$ cat config.mk
export PLATFORM = sky130hd
export DESIGN_NAME = capture_ctrl_flat
export DESIGN_NICKNAME = d
export VERILOG_FILES = /design/src/rtl/capture_ctrl_if.sv /design/src/rtl/capture_ctrl.sv /design/src/flat_wrapper.sv
export SDC_FILE = /design/constraint.sdc
export NUM_CORES = 1
export LEC_CHECK = 0
export BUFFER_PORTS_ARGS = -buffer_cell sky130_fd_sc_hd__buf_2
export CAP_MARGIN = 5
export CORE_UTILIZATION = 35
export DETAILED_ROUTE_END_ITERATION = 8
export PLACE_DENSITY = 0.57
export RECOVER_POWER = 25
export SLEW_MARGIN = 20
export SYNTH_ARGS = -nofsm -noshare
export SYNTH_HDL_FRONTEND = slang
export SYNTH_SLANG_ARGS = --single-unit
export TNS_END_PERCENT = 20
$ cat constraint.sdc
create_clock -name clk -period 4.1 [get_ports clk]
set_input_delay 0.615 -clock clk [delete_from_list [all_inputs] [get_ports clk]]
set_output_delay 0.615 -clock clk [all_outputs]
set_load 0.02 [all_outputs]
$ cat src/rtl/capture_ctrl_if.sv
// Capture control bundle between sampler/trigger logic and the capture FSM.
// The master side drives strobes and config; the slave side returns RAM control.
interface capture_ctrl_if #(
  parameter int ADDR_W = 9
);
  logic              wrt_smpl;
  logic              run;
  logic              triggered;
  logic [ADDR_W-1:0] trig_pos;
  logic              capture_done_clr;
  logic              we;
  logic [ADDR_W-1:0] waddr;
  logic              armed;
  logic              capture_done;
  logic [ADDR_W-1:0] trace_end;

  modport master (
    output wrt_smpl, run, triggered,
    output trig_pos, capture_done_clr,
    input  we, waddr, armed,
    input  capture_done, trace_end
  );

  modport slave (
    input  wrt_smpl, run, triggered,
    input  trig_pos, capture_done_clr,
    output we, waddr, armed,
    output capture_done, trace_end
  );
endinterface

$ cat src/rtl/capture_ctrl.sv
// Sample-capture FSM: fills a circular sample RAM, arms on enough
// pre-trigger history, stores trig_pos post-trigger samples, then freezes.
module capture_ctrl #(
  parameter int ENTRIES = 384,
  parameter int ADDR_W  = 9
) (
  input logic           clk,
  input logic           rst_n,
  capture_ctrl_if.slave c
);

  typedef enum logic [1:0] {
    IDLE,
    CAPTURE,
    POST_TRIG,
    DONE
  } state_t;

  localparam logic [ADDR_W:0]   ENT  = (ADDR_W+1)'(ENTRIES);
  localparam logic [ADDR_W-1:0] LAST = ADDR_W'(ENTRIES - 1);

  state_t            state, state_d;
  logic [ADDR_W:0]   smpl_cnt, smpl_nxt, arm_sum;
  logic [ADDR_W-1:0] post_cnt, post_inc;
  logic [ADDR_W-1:0] tp, waddr_inc, waddr_dec;
  logic              active, trig_go, post_last;

  assign tp        = (c.trig_pos > LAST) ? LAST : c.trig_pos;
  assign active    = (state == CAPTURE) || (state == POST_TRIG);
  assign waddr_inc = (c.waddr == LAST) ? '0 : c.waddr + 1'b1;
  assign waddr_dec = (c.waddr == '0) ? LAST : c.waddr - 1'b1;
  assign post_inc  = post_cnt + 1'b1;
  assign post_last = c.we && (post_inc == tp);
  assign trig_go   = (state == CAPTURE) && c.armed && c.triggered;

  // Saturating pre-trigger count; arming looks at the post-write value
  always_comb begin
    smpl_nxt = smpl_cnt;
    if (state == CAPTURE && c.we && smpl_cnt < ENT)
      smpl_nxt = smpl_cnt + 1'b1;
  end

  assign arm_sum = smpl_nxt + {1'b0, tp};

  always_ff @(posedge clk or negedge rst_n) begin
    if (!rst_n) state <= IDLE;
    else        state <= state_d;
  end

  always_comb begin
    state_d = state;
    unique case (state)
      IDLE:
        if (c.run && !c.capture_done)
          state_d = CAPTURE;
      CAPTURE:
        if (!c.run)       state_d = IDLE;
        else if (trig_go) state_d = (tp == '0) ? DONE : POST_TRIG;
      POST_TRIG:
        if (!c.run)         state_d = IDLE;
        else if (post_last) state_d = DONE;
      DONE:
        if (c.capture_done_clr)
          state_d = IDLE;
      default: state_d = IDLE;
    endcase
  end

  always_comb begin
    c.we = c.wrt_smpl && active;
  end

  always_ff @(posedge clk or negedge rst_n) begin
    if (!rst_n) begin
      c.waddr        <= '0;
      c.armed        <= 1'b0;
      c.capture_done <= 1'b0;
      c.trace_end    <= '0;
      smpl_cnt       <= '0;
      post_cnt       <= '0;
    end else begin
      c.capture_done <= (state_d == DONE);
      c.armed <= (state_d == CAPTURE || state_d == POST_TRIG) &&
                 (c.armed || (state == CAPTURE && arm_sum >= ENT));
      unique case (1'b1)
        (state == IDLE && state_d == CAPTURE): begin
          c.waddr  <= '0;
          smpl_cnt <= '0;
          post_cnt <= '0;
        end
        c.we: c.waddr <= waddr_inc;
        default: ;
      endcase
      if (state == CAPTURE)
        smpl_cnt <= smpl_nxt;
      unique case (1'b1)
        trig_go:                     post_cnt <= '0;
        (state == POST_TRIG && c.we): post_cnt <= post_inc;
        default: ;
      endcase
      // A sample written alongside the trigger is the last pre-trigger one
      if (state_d == DONE && state == CAPTURE)
        c.trace_end <= c.we ? c.waddr : waddr_dec;
      else if (state_d == DONE && state == POST_TRIG)
        c.trace_end <= c.waddr;
    end
  end

endmodule

$ cat src/flat_wrapper.sv
// flat-port wrapper written by rule: the top's interface ports become plain ports
module capture_ctrl_flat 
#(
  parameter int ENTRIES = 384,
  parameter int ADDR_W  = 9
)
  (clk, rst_n, c_wrt_smpl, c_run, c_triggered, c_trig_pos, c_capture_done_clr, c_we, c_waddr, c_armed, c_capture_done, c_trace_end);
  capture_ctrl_if #(.ADDR_W(ADDR_W)) c_i ();
  input logic clk;
  input logic rst_n;
  input wire logic [$bits(c_i.wrt_smpl)-1:0] c_wrt_smpl;
  input wire logic [$bits(c_i.run)-1:0] c_run;
  input wire logic [$bits(c_i.triggered)-1:0] c_triggered;
  input wire logic [$bits(c_i.trig_pos)-1:0] c_trig_pos;
  input wire logic [$bits(c_i.capture_done_clr)-1:0] c_capture_done_clr;
  output wire logic [$bits(c_i.we)-1:0] c_we;
  output wire logic [$bits(c_i.waddr)-1:0] c_waddr;
  output wire logic [$bits(c_i.armed)-1:0] c_armed;
  output wire logic [$bits(c_i.capture_done)-1:0] c_capture_done;
  output wire logic [$bits(c_i.trace_end)-1:0] c_trace_end;
  assign c_i.wrt_smpl = c_wrt_smpl;
  assign c_i.run = c_run;
  assign c_i.triggered = c_triggered;
  assign c_i.trig_pos = c_trig_pos;
  assign c_i.capture_done_clr = c_capture_done_clr;
  assign c_we = c_i.we;
  assign c_waddr = c_i.waddr;
  assign c_armed = c_i.armed;
  assign c_capture_done = c_i.capture_done;
  assign c_trace_end = c_i.trace_end;
  capture_ctrl #(.ENTRIES(ENTRIES), .ADDR_W(ADDR_W)) u_core (.clk(clk), .rst_n(rst_n), .c(c_i));
endmodule
Word-level counts from Yosys, hierarchy flattened
Index checks and enable logic that the tools add are counted.
{"block": "totals", "romBits": 0, "output_inout_bits": 21, "latchBits": 0, "ram_bits": 0, "ff_bits": 41, "word_cells": 67, "memories": 0}
{"block": "classes", "n_bitwise": 0, "n_lt_le_gt_ge": 3, "n_eq_ne": 8, "shift": 0, "div_mod_pow": 0, "addsub": 5, "mux": 20, "multipliers": 0, "reduce_logical": 24}
{"operator": "two-way mux 9 bit", "count": 7}
{"operator": "case mux 9 bit (2 select lines)", "count": 2}
{"operator": "two-way mux 10 bit", "count": 3}
{"operator": "adder 9 x 1 -> 9 bit, second input constant", "count": 2}
{"operator": "zero test 9 bit", "count": 2}
{"operator": "logical AND 1 bit", "count": 13}
{"operator": "two-way mux 2 bit", "count": 6}
{"operator": "adder 10 x 1 -> 10 bit, second input constant", "count": 1}
{"operator": "adder 10 x 9 -> 10 bit", "count": 1}
{"operator": ">= comparator 10 x 9 -> 1 bit, second input constant", "count": 1}
{"operator": "< comparator 10 x 9 -> 1 bit, second input constant", "count": 1}
{"operator": "== test 9 bit", "count": 1}
{"operator": "== test 9 bit, second input constant", "count": 1}
{"operator": "> comparator 9 bit, second input constant", "count": 1}
{"operator": "subtractor 9 x 1 -> 9 bit, second input constant", "count": 1}
{"operator": "== test 2 bit, second input constant", "count": 4}
{"operator": "case mux 2 bit (4 select lines)", "count": 1}
{"operator": "nonzero test 2 bit", "count": 3}
{"operator": "== test 2 x 1 -> 1 bit, second input constant", "count": 2}
{"operator": "logical OR 1 bit", "count": 3}
{"operator": "nonzero test 3 bit", "count": 1}
{"operator": "zero test 2 bit", "count": 1}
{"operator": "zero test 1 bit", "count": 1}
{"operator": "two-way mux 1 bit", "count": 1}

Logic depth before layout (Yosys ltp)
Gate-level depths: netlist of run 1.
{"block": "logic_depth", "ltp_word": 11, "depth_mapped": 15, "ltp_nobuf": 14}

Worst setup path before layout of run 1
Ideal clock, no wire load.
{"block": "synth_timing", "path_type": "input to register", "start": "input c_trig_pos[7]", "end": "register u_core.c.trace_end[7]", "required_time_ps": 3979, "arrival_ps": 3134, "setup_slack_ps": 845, "path_stages": 14, "setup_ps": 121, "path_cell_list": "buf_6 -> a21oi_1 -> xnor2_1 -> xnor2_1 -> nor4b_1 -> o211a_1 -> nor2b_1 -> nor4_1 -> ha_1 -> nand3_1 -> or2_2 -> nor3_1 -> xnor2_1 -> a22o_1"}
{"block": "synth_between", "elab_chain_len": 10, "word_cells_on_any_way": 16, "classes_between": "order compare: 1; eq/ne: 2; mux: 8; reduce/logical: 5"}
{"element": "start, declared", "line": "flat_wrapper.sv:14", "source": "input wire logic [$bits(c_i.trig_pos)-1:0] c_trig_pos;"}
{"element": "> comparator 9 bit", "line": "capture_ctrl.sv:28", "source": "assign tp = (c.trig_pos > LAST) ? LAST : c.trig_pos;"}
{"element": "two-way mux 9 bit *", "line": "capture_ctrl.sv:28"}
{"element": "== test 9 bit *", "line": "capture_ctrl.sv:33", "source": "assign post_last = c.we && (post_inc == tp);"}
{"element": "logical AND 1 bit *", "line": "capture_ctrl.sv:33"}
{"element": "two-way mux 2 bit *", "line": "capture_ctrl.sv:61", "source": "else if (post_last) state_d = DONE;"}
{"element": "two-way mux 2 bit *", "line": "capture_ctrl.sv:60", "source": "if (!c.run) state_d = IDLE;"}
{"element": "case mux 2 bit (4 select lines) *", "line": "capture_ctrl.sv:52", "source": "unique case (state)"}
{"element": "net u_core.state_d[1]", "line": "capture_ctrl.sv:22", "source": "state_t state, state_d;"}
{"element": "== test 2 bit *", "line": "capture_ctrl.sv:102, capture_ctrl.sv:104"}
{"element": "logical AND 1 bit (on tied branches)", "line": "capture_ctrl.sv:102, capture_ctrl.sv:104"}
{"element": "two-way mux 9 bit / nonzero test 2 bit (equally long branches)"}
{"element": "end signal, assigned", "line": "capture_ctrl.sv:103", "source": "c.trace_end <= c.we ? c.waddr : waddr_dec;"}
{"element": "end signal, assigned", "line": "capture_ctrl.sv:105", "source": "c.trace_end <= c.waddr;"}
{"element": "end, declared", "line": "capture_ctrl_if.sv:28", "source": "output capture_done, trace_end"}
The timed path passes the listed nets; every way through them passes the cells marked *.
A chain may end at the register's enable or synchronous reset.

Worst setup path after layout of run 1
{"block": "layout_timing", "start": "register u_core.post_cnt[0]", "end": "register u_core.c.trace_end[7]"}
{"block": "layout_between", "elab_chain_len": 9, "word_cells_on_any_way": 11, "classes_between": "add/sub: 1; eq/ne: 2; mux: 4; reduce/logical: 4"}
{"element": "start, declared", "line": "capture_ctrl.sv:24", "source": "logic [ADDR_W-1:0] post_cnt, post_inc;"}
{"element": "start signal, assigned", "line": "capture_ctrl.sv:98", "source": "(state == POST_TRIG && c.we): post_cnt <= post_inc;"}
{"element": "adder 9 x 1 -> 9 bit *", "line": "capture_ctrl.sv:32", "source": "assign post_inc = post_cnt + 1'b1;"}
{"element": "== test 9 bit *", "line": "capture_ctrl.sv:33"}
{"element": "logical AND 1 bit *", "line": "capture_ctrl.sv:33"}
{"element": "two-way mux 2 bit *", "line": "capture_ctrl.sv:61"}
{"element": "two-way mux 2 bit *", "line": "capture_ctrl.sv:60"}
{"element": "case mux 2 bit (4 select lines) *", "line": "capture_ctrl.sv:52"}
{"element": "net u_core.state_d[1]", "line": "capture_ctrl.sv:22"}
{"element": "== test 2 bit *", "line": "capture_ctrl.sv:102, capture_ctrl.sv:104"}
{"element": "logical AND 1 bit (on tied branches)", "line": "capture_ctrl.sv:102, capture_ctrl.sv:104"}
{"element": "two-way mux 9 bit / nonzero test 2 bit (equally long branches)"}
Marks and branches as above.

==> impl_metrics.env, run 1 <==
export IMPL_synthesis_area_mm2=0.00293
export IMPL_synth_xor_area_share=0.0953
export IMPL_synth_seq_cells=41
export IMPL_required_ps=4280
export IMPL_p_per_area_mw_per_mm2=401
export IMPL_violations="capacitance limit, slew limit"
export IMPL_synth_warnings=0
export IMPL_synth_top_family_by_area="simple AND/OR/NAND/NOR gates"
export IMPL_place_congestion=0.837
export IMPL_drc=0
export IMPL_cap_violations=1
export IMPL_dp_cells=466
export IMPL_skew_ps=7.95
export IMPL_max_stage_delay_ps=480
export IMPL_syn_inst=340
export IMPL_drive_gt1_frac=0.153
export IMPL_antenna_found_initial=0
export IMPL_dr_first_iter_drc_count=115
export IMPL_htree_levels=2
export IMPL_path_clk_slew_ps=80
export IMPL_hp_class="flop to flop"
export IMPL_critPathCaptureType="flop"
export IMPL_syn_num_nets=374
export IMPL_postCtsSetupRepairBufs=0
export IMPL_synth_edff_count=0
export IMPL_p_seq_frac=0.370
export IMPL_clock_power_share=0.261
export IMPL_crit_fanout=7
export IMPL_dp_hpwl_um=5270
export IMPL_path_class="flop to flop"
export IMPL_period_needed_ps=3610
export IMPL_hold_viol=0
export IMPL_cp_slowest_cell="dfrtp_1"
export IMPL_ys_seq_area_frac=0.351
export IMPL_synth_avg_cell_area_um2=8.61
export IMPL_pre_cts_slack_ps=400
export IMPL_swShare=0.392
export IMPL_finalMaxSlewViolations=42
export IMPL_fin_util=0.419
export IMPL_fin_crit_sh=0.880
export IMPL_async_reset_ff_frac=1.00
export IMPL_max_freq_mhz=277
export IMPL_dieArea_mm2=0.00873
export IMPL_grt_max_degree=42
export IMPL_num_antenna_cells=0
export IMPL_area_growth_pct=12.9
export IMPL_cts_root_buf="clkbuf_8"
export IMPL_overflow=0
export IMPL_fin_ws_ps=493
export IMPL_seq_area_mm2=0.00103
export IMPL_p_sw_mw=0.520
export IMPL_crit_arrival_ps=3780
export IMPL_nFillCells=764
export IMPL_tightest_slew_ps=2230
export IMPL_grt_pass1_wl_um=11700
export IMPL_finalSetupViolCount=0
export IMPL_finalSetupTns_ps=0
export IMPL_io_pins=36
export IMPL_initial_core_util=0.371
export IMPL_max_slew_margin=-0.490
export IMPL_cts_buffer_depth=2
export IMPL_avgRoutedWirePerCell_um=14.7
export IMPL_fin_cells=474
export IMPL_mostFrequentLayoutCells="nand2_1 (42), dfrtp_1 (41), o21ai_0 (35)"
export IMPL_ir_drop_mv=0.259
export IMPL_dieHeight_um=93.4
export IMPL_clkSinkCount=41
export IMPL_cts_buffers=5
export IMPL_drt_vias_per_instance=5.39
export IMPL_yosys_area_share_simple=0.237
export IMPL_crit_path_cell_trace="ha_1 -> xor2_1 -> xnor2_1 -> a21oi_1 -> nor4b_1 -> o211a_1 -> nor2b_1 -> nor4_1 -> ha_1 -> nand3_1 -> or2_2 -> nor3_1 -> xnor2_1 -> a22o_1"
export IMPL_yosysUniqueCellTypes=52
export IMPL_p_int_mw=0.806
export IMPL_cts_resized_gates=0
export IMPL_multi_input_area_mm2=0.00178
export IMPL_core_area_mm2=0.00789
export IMPL_status="complete, but fails checks"
export IMPL_layout_nets=405
export IMPL_ant_nets=0
export IMPL_critPathLaunchType="flop"
export IMPL_grt_pass1_vias=2396
export IMPL_combPwrFrac=0.369
export IMPL_clock_latency_ps=290
export IMPL_synth_adder_area_share=0.0838
export IMPL_hold_buffers=0
export IMPL_p_leak_nw=1.56
export IMPL_synthMuxAreaShare=0.00684
export IMPL_power_mw=1.33
export IMPL_tritoncts="yes"
export IMPL_num_vias=2554
export IMPL_portBuffers=35
export IMPL_grt_total_usage=0.170
export IMPL_grt_setup_unrepaired="false"
export IMPL_wl_um=6990
export IMPL_dr_pass1_iters=4
export IMPL_layout_commonest_cell="nand2_1"
export IMPL_rows=32
export IMPL_synth_compound_area_frac=0.187
export IMPL_die_w_um=93.4
export IMPL_synth_ff_type="dfrtp_1"
per-stage QoR:
stage / hold WS [ps] / area [µm²]
detailed placement: 471 / 3180
finish: 492 / 3300
floorplan: 319 / 2930
global route: 526 / 3300
global placement: 473 / 3180
CTS: 492 / 3300
metal layers:
layer,share of wire,global-route usage,vias up
met5,0,0,-
met4,0.0069,0.0346,0
met3,0.043,0.0309,4
met2,0.46,0.278,58
met1,0.49,0.236,1228
li1,-,-,1264
path summary, 6_finish.rpt:
check / slack [ps] / to / cells past startpoint / start
max in group asynchronous: 1840 / u_core.smpl_cnt[3] / 1 / rst_n
min in group asynchronous: 980 / u_core.post_cnt[7] / 1 / rst_n
hold / removal: 490 / u_core.c.trace_end[8] / 2 / u_core.c.trace_end[8]
setup reg to reg: 490 / u_core.c.trace_end[7] / 14 / u_core.post_cnt[0]
hold reg to reg: 490 / u_core.c.trace_end[8] / 2 / u_core.c.trace_end[8]
setup / recovery: 490 / u_core.c.trace_end[7] / 14 / u_core.post_cnt[0]
cells in the mapped netlist, types with 2 or more instances:
| cell | count | area [µm²] |
|---|---|---|
| nand2_1 | 42 | 158 |
| dfrtp_1 | 41 | 1030 |
| o21ai_0 | 36 | 180 |
| nor2_1 | 28 | 105 |
| xnor2_1 | 24 | 210 |
| ha_1 | 18 | 225 |
| a21oi_1 | 17 | 85.1 |
| inv_1 | 13 | 48.8 |
| nand3_1 | 12 | 60.1 |
| clkbuf_1 | 11 | 41.3 |
| nor2b_1 | 10 | 62.6 |
| a22o_1 | 7 | 61.3 |
| and3_1 | 6 | 37.5 |
| nand4_1 | 6 | 37.5 |
| xor2_1 | 6 | 52.6 |
| nand2b_1 | 5 | 31.3 |
| nor3_1 | 4 | 20.0 |
| o31ai_1 | 4 | 30.0 |
| or3_1 | 4 | 25.0 |
| a211oi_1 | 3 | 22.5 |
| a31oi_1 | 3 | 18.8 |
| nor4_1 | 3 | 18.8 |
| a21oi_2 | 2 | 17.5 |
| a221o_1 | 2 | 20.0 |
| a41o_1 | 2 | 20.0 |
| and2_1 | 2 | 12.5 |
| buf_6 | 2 | 22.5 |
| mux2i_1 | 2 | 20.0 |
| o21a_1 | 2 | 15.0 |
final cells by class:
class / count / share of cell area
multi-input combinational: 272 / 0.540
sequential: 41 / 0.311
tap: 102 / 0.0386
inverter: 13 / 0.0148
clock inverter: 2 / 0.0114
timing repair buffer: 38 / 0.0595
clock buffer: 6 / 0.0250
critical path, delay by kind of cell (launching register included):
family | cells | cell delay [ps]
AOI/OAI and AO/OA | 3 | 560
xor gates and xnor gates | 3 | 420
adders and majority gates | 2 | 590
DFF | 1 | 480
and+or+nand+nor | 6 | 1460
kinds of logic after synthesis:
logic type,count (synthesis)
xor gates and xnor gates,31
AOI/OAI and AO/OA,86
muxes,2
and+or+nand+nor,134
buffers and inverters,27
DFF,41
adders and majority gates,19
registers in the layout, summed over array words and instances, names as in the netlist:
name                   cells
u_core.c.armed             1
u_core.c.capture_done      1
u_core.c.trace_end         9
u_core.c.waddr             9
u_core.post_cnt            9
u_core.smpl_cnt           10
u_core.state               2
power groups by stage:
stage	clock, mW	sequential [mW]	combinational (mW)
floorplan	0	0.503	0.328
global placement	0	0.497	0.485
detailed placement	0	0.496	0.489
CTS	0.357	0.489	0.491
global route	0.375	0.495	0.555
finish	0.346	0.490	0.490
No activity file was read; power rests on OpenSTA's default activity.
==> inputs of run 2 (changes only) <==
==> constraint.sdc (replaced) <==
create_clock -name clk -period 3.81 [get_ports clk]
set_input_delay 0.5715 -clock clk [delete_from_list [all_inputs] [get_ports clk]]
set_output_delay 0.5715 -clock clk [all_outputs]
set_load 0.02 [all_outputs]
==> impl_metrics.env, run 2 (synthesis gave the netlist of run 1 again) <==
export IMPL_place_congestion=0.810
export IMPL_max_stage_delay_ps=470
export IMPL_largest_reg_flops=10
export IMPL_wl_um=7180
export IMPL_dieArea_mm2=0.00873
export IMPL_portBuffers=35
export IMPL_dr_first_iter_drc_count=166
export IMPL_hp_class="flop to flop"
export IMPL_clkSinkCount=41
export IMPL_p_per_area_mw_per_mm2=406
export IMPL_drt_vias_per_instance=5.30
export IMPL_finalSetupViolCount=0
export IMPL_cap_violations=1
export IMPL_dp_cells=468
export IMPL_finalSetupTns_ps=0
export IMPL_fin_ws_ps=357
export IMPL_dp_hpwl_um=5370
export IMPL_io_pins=36
export IMPL_drc=0
export IMPL_power_mw=1.34
export IMPL_cts_buffers=5
export IMPL_path_delay_family="simple AND/OR/NAND/NOR gates"
export IMPL_ant_nets=0
export IMPL_max_freq_mhz=290
export IMPL_multi_input_area_mm2=0.00179
export IMPL_antenna_found_initial=0
export IMPL_dr_wl_met2_um=3290
export IMPL_seq_area_mm2=0.00103
export IMPL_num_antenna_cells=0
export IMPL_layout_commonest_cell="nand2_1"
export IMPL_nFillCells=796
export IMPL_layout_nets=407
export IMPL_die_w_um=93.4
export IMPL_hold_viol=0
export IMPL_ir_drop_mv=0.228
export IMPL_status="complete, but fails checks"
export IMPL_drive_gt1_frac=0.163
export IMPL_tightest_slew_ps=2250
export IMPL_grt_total_usage=0.176
export IMPL_cts_buffer_depth=2
export IMPL_required_ps=3990
export IMPL_wl_met1_um=3480
export IMPL_rows=32
export IMPL_grt_setup_unrepaired="false"
export IMPL_grt_pass1_vias=2488
export IMPL_crit_fanout=7
export IMPL_crit_arrival_ps=3630
export IMPL_path_clk_slew_ps=80
export IMPL_path_class="flop to flop"
export IMPL_core_area_mm2=0.00789
export IMPL_tritoncts="yes"
export IMPL_pre_cts_slack_ps=164
export IMPL_crit_top_cell="xnor2_1"
export IMPL_skew_ps=7.95
export IMPL_finalMaxSlewViolations=42
export IMPL_period_needed_ps=3450
export IMPL_critPathLaunchType="flop"
export IMPL_top_layer="met4"
export IMPL_cts_resized_gates=0
export IMPL_clock_latency_ps=290
export IMPL_dr_pass1_iters=4
export IMPL_dieHeight_um=93.4
export IMPL_cts_root_buf="clkbuf_8"
export IMPL_hold_buffers=0
export IMPL_crit_path_cell_trace="ha_1 -> and3_1 -> xnor2_1 -> nor2_1 -> nor4b_2 -> o211a_1 -> nor2b_1 -> nor4_2 -> ha_2 -> nand3_1 -> or2_2 -> nor3_1 -> xnor2_1 -> a22o_1"
export IMPL_grt_pass1_wl_um=12000
export IMPL_cp_slowest_cell="dfrtp_2"
export IMPL_cp_num_buf_inv=0
export IMPL_p_leak_nw=1.55
export IMPL_fin_crit_sh=0.906
export IMPL_fin_cells=476
export IMPL_regMostFlops="u_core.smpl_cnt"
export IMPL_htree_levels=2
export IMPL_overflow=0
export IMPL_avgRoutedWirePerCell_um=15.1
export IMPL_violations="capacitance limit, slew limit"
export IMPL_grt_max_degree=42
export IMPL_max_slew_margin=-0.502
export IMPL_met3_length_um=354
export IMPL_area_growth_pct=12.4
export IMPL_postCtsSetupRepairBufs=0
export IMPL_num_vias=2521
export IMPL_initial_core_util=0.371
export IMPL_mostFrequentLayoutCells="nand2_1 (42), dfrtp_1 (40), o21ai_0 (36)"
export IMPL_reg2reg_slack_ps=360
export IMPL_critPathCaptureType="flop"
run 2: cell types whose count changed in the layout (fill, tap and decap cells not counted), sizes merged:
cell      delta
bufinv       -1
clkinv       +2
clkinvlp     -1
buf          +2
run 2: final timing paths:
kind / startpoint / end / cells after the start
setup / recovery: u_core.post_cnt[0] / u_core.c.trace_end[7] / 14
max in group asynchronous: rst_n / u_core.post_cnt[0] / 1
setup reg to reg: u_core.post_cnt[0] / u_core.c.trace_end[7] / 14
min in group asynchronous: rst_n / u_core.post_cnt[8] / 1
hold reg to reg: u_core.c.trace_end[8] / u_core.c.trace_end[8] / 2
hold / removal: u_core.c.trace_end[8] / u_core.c.trace_end[8] / 2
run 2: per-stage QoR:
stage | hold slack, ps | utilization | cell area [µm²]
5_1_grt | 527 | 0.417 | 3290
3_3_place_gp | 476 | 0.406 | 3200
4_1_cts | 459 | 0.416 | 3280
2_1_floorplan | 276 | - | 2930
6_report | 503 | 0.417 | 3290
3_5_place_dp | 471 | 0.406 | 3200
run 2: report_power, final:
part | total (mW) | internal, mW | switching, mW
combinational | 0.528 | 0.182 | 0.346
sequential | 0.528 | 0.471 | 0.0562
clock | 0.282 | 0.127 | 0.154
run 2: area by class of cell:
cell class / count / area share
Clock inverter: 2 / 0.00304
Clock buffer: 6 / 0.0221
Timing Repair Buffer: 40 / 0.0643
Multi-Input combinational cell: 272 / 0.545
Sequential cell: 41 / 0.312
Inverter: 13 / 0.0148
Tap cell: 102 / 0.0388
run 2: per-layer routing:
layer  global-route usage  vias to the layer above
met2                0.290                       57
met3               0.0374                        4
met4               0.0474                        0
met1                0.233                     1196
met5                    0                        -
li1                     -                     1264
run 2: worst min-delay path: stages, from the launching register on:
cell     delay [ps]
dfrtp_1         350
nand2_1          50
o21ai_0          70
==> inputs of run 3 (changes only) <==
--- a/config.mk
+++ b/config.mk
@@ -10,7 +10,6 @@
 export CORE_UTILIZATION = 35
 export DETAILED_ROUTE_END_ITERATION = 8
 export PLACE_DENSITY = 0.57
-export RECOVER_POWER = 25
 export SLEW_MARGIN = 20
 export SYNTH_ARGS = -nofsm -noshare
 export SYNTH_HDL_FRONTEND = slang
==> impl_metrics.env, run 3 (synthesis gave the netlist of run 1 again) <==
export IMPL_finalMaxSlewViolations=0
export IMPL_portBuffers=35
export IMPL_hold_viol=0
export IMPL_rows=32
export IMPL_swShare=0.416
export IMPL_cap_violations=0
export IMPL_grt_total_usage=0.176
export IMPL_dr_pass1_iters=4
export IMPL_period_needed_ps=3450
export IMPL_hold_buffers=0
export IMPL_cts_root_buf="clkbuf_8"
export IMPL_crit_fanout=7
export IMPL_core_area_mm2=0.00789
export IMPL_critPathCaptureType="flop"
export IMPL_finalSetupTns_ps=0
export IMPL_combPwrFrac=0.395
export IMPL_grt_pass1_vias=2488
export IMPL_regMostFlops="u_core.smpl_cnt"
export IMPL_placement_cell_area_mm2=0.00320
export IMPL_antenna_found_initial=0
export IMPL_path_class="flop to flop"
export IMPL_num_antenna_cells=0
export IMPL_path_clk_slew_ps=80
export IMPL_clock_power_share=0.210
export IMPL_hp_class="input port to async pin"
export IMPL_ir_drop_mv=0.228
export IMPL_p_sw_mw=0.557
export IMPL_p_per_area_mw_per_mm2=406
export IMPL_max_slew_margin=0.375
export IMPL_tightest_slew_ps=938
export IMPL_finalSetupViolCount=0
export IMPL_fin_crit_sh=0.906
export IMPL_num_vias=2521
export IMPL_clkSinkCount=41
export IMPL_final_cell_area_mm2=0.00329
export IMPL_dp_hpwl_um=5370
export IMPL_drt_vias_per_instance=5.30
export IMPL_status="complete, no violations"
export IMPL_io_pins=36
export IMPL_cts_buffer_depth=2
export IMPL_largest_reg_flops=10
export IMPL_p_int_mw=0.781
export IMPL_layout_nets=407
export IMPL_clock_latency_ps=290
export IMPL_skew_ps=7.95
export IMPL_tritoncts="yes"
export IMPL_postCtsSetupRepairBufs=0
export IMPL_grt_pass1_wl_um=12000
export IMPL_cts_buffers=5
export IMPL_grt_max_degree=42
export IMPL_place_congestion=0.810
export IMPL_drc=0
export IMPL_wl_um=7180
export IMPL_mostFrequentLayoutCells="nand2_1 (42), dfrtp_1 (40), o21ai_0 (36)"
export IMPL_layout_commonest_cell="nand2_1"
export IMPL_die_w_um=93.4
export IMPL_dieArea_mm2=0.00873
export IMPL_grt_setup_unrepaired="false"
export IMPL_critPathLaunchType="flop"
export IMPL_p_seq_frac=0.394
export IMPL_max_freq_mhz=290
export IMPL_initial_core_util=0.371
export IMPL_fin_util=0.417
export IMPL_avgRoutedWirePerCell_um=15.1
export IMPL_area_growth_pct=12.5
export IMPL_drive_gt1_frac=0.166
export IMPL_reg2reg_slack_ps=360
export IMPL_htree_levels=2
export IMPL_required_ps=3990
export IMPL_p_leak_nw=1.55
export IMPL_ant_nets=0
export IMPL_power_mw=1.34
export IMPL_overflow=0
export IMPL_dieHeight_um=93.4
export IMPL_dr_first_iter_drc_count=166
export IMPL_crit_arrival_ps=3630
## run 3: changes by cell type in the layout (fill, tap and decap cells not counted)
| cell | change |
|---|---|
| buf_2 | +1 |
| clkbuf_1 | -1 |
## run 3: final cells by class
| cell class | instances | area, µm² |
|---|---|---|
| Fill cell | 797 | 4600 |
| Multi-Input combinational cell | 272 | 1790 |
| Sequential cell | 41 | 1030 |
| Timing Repair Buffer | 40 | 213 |
| Tap cell | 102 | 128 |
| Clock buffer | 6 | 72.6 |
| Inverter | 13 | 48.8 |
| Clock inverter | 2 | 10.0 |
## run 3: critical path, cell delays in order (launching register included)
cell and delay (ps):
dfrtp_2 470, ha_1 270, and3_1 190, xnor2_1 220, nor2_1 80, nor4b_2 260
o211a_1 220, nor2b_1 80, nor4_2 310, ha_2 270, nand3_1 160, or2_2 360
nor3_1 180, xnor2_1 80, a22o_1 190
## run 3: repair_timing
item | in CTS | in global routing
resized for setup | 0 | 3
endpoints found under the hold margin | 0 | 0
setup endpoints to repair | 0 | 3
## run 3: per-stage QoR
stage / std cells / hold slack [ps] / setup WS, ps
2_1_floorplan: 340 / 276 / 587
3_3_place_gp: 468 / 476 / 305
3_5_place_dp: 468 / 471 / 164
4_1_cts: 476 / 459 / 249
5_1_grt: 476 / 502 / 72.5
6_report: 476 / 418 / 357
## run 3: per-layer routing
metal | up-vias | GRT usage | part of all wire
met5 | - | 0 | 0
met4 | 0 | 0.0474 | 0.0079
met3 | 4 | 0.0374 | 0.049
met2 | 57 | 0.290 | 0.46
met1 | 1196 | 0.233 | 0.48
li1 | 1264 | - | -
## run 3: power groups by stage
stage	clock network, mW	registers (mW)	logic [mW]
floorplan	0	0.541	0.353
global placement	0	0.534	0.519
detailed placement	0	0.535	0.522
CTS	0.291	0.527	0.525
global route	0.310	0.535	0.604
finish	0.282	0.528	0.529
## run 3: path summary, 6_finish.rpt
path                                       start                    end  cells after the start
max in group asynchronous                  rst_n     u_core.post_cnt[0]                      1
min in group clk           u_core.c.trace_end[8]  u_core.c.trace_end[8]                      2
max                           u_core.post_cnt[0]  u_core.c.trace_end[7]                     14
max reg2reg                   u_core.post_cnt[0]  u_core.c.trace_end[7]                     14
min                                        rst_n     u_core.post_cnt[8]                      1
min reg2reg                u_core.c.trace_end[8]  u_core.c.trace_end[8]                      2
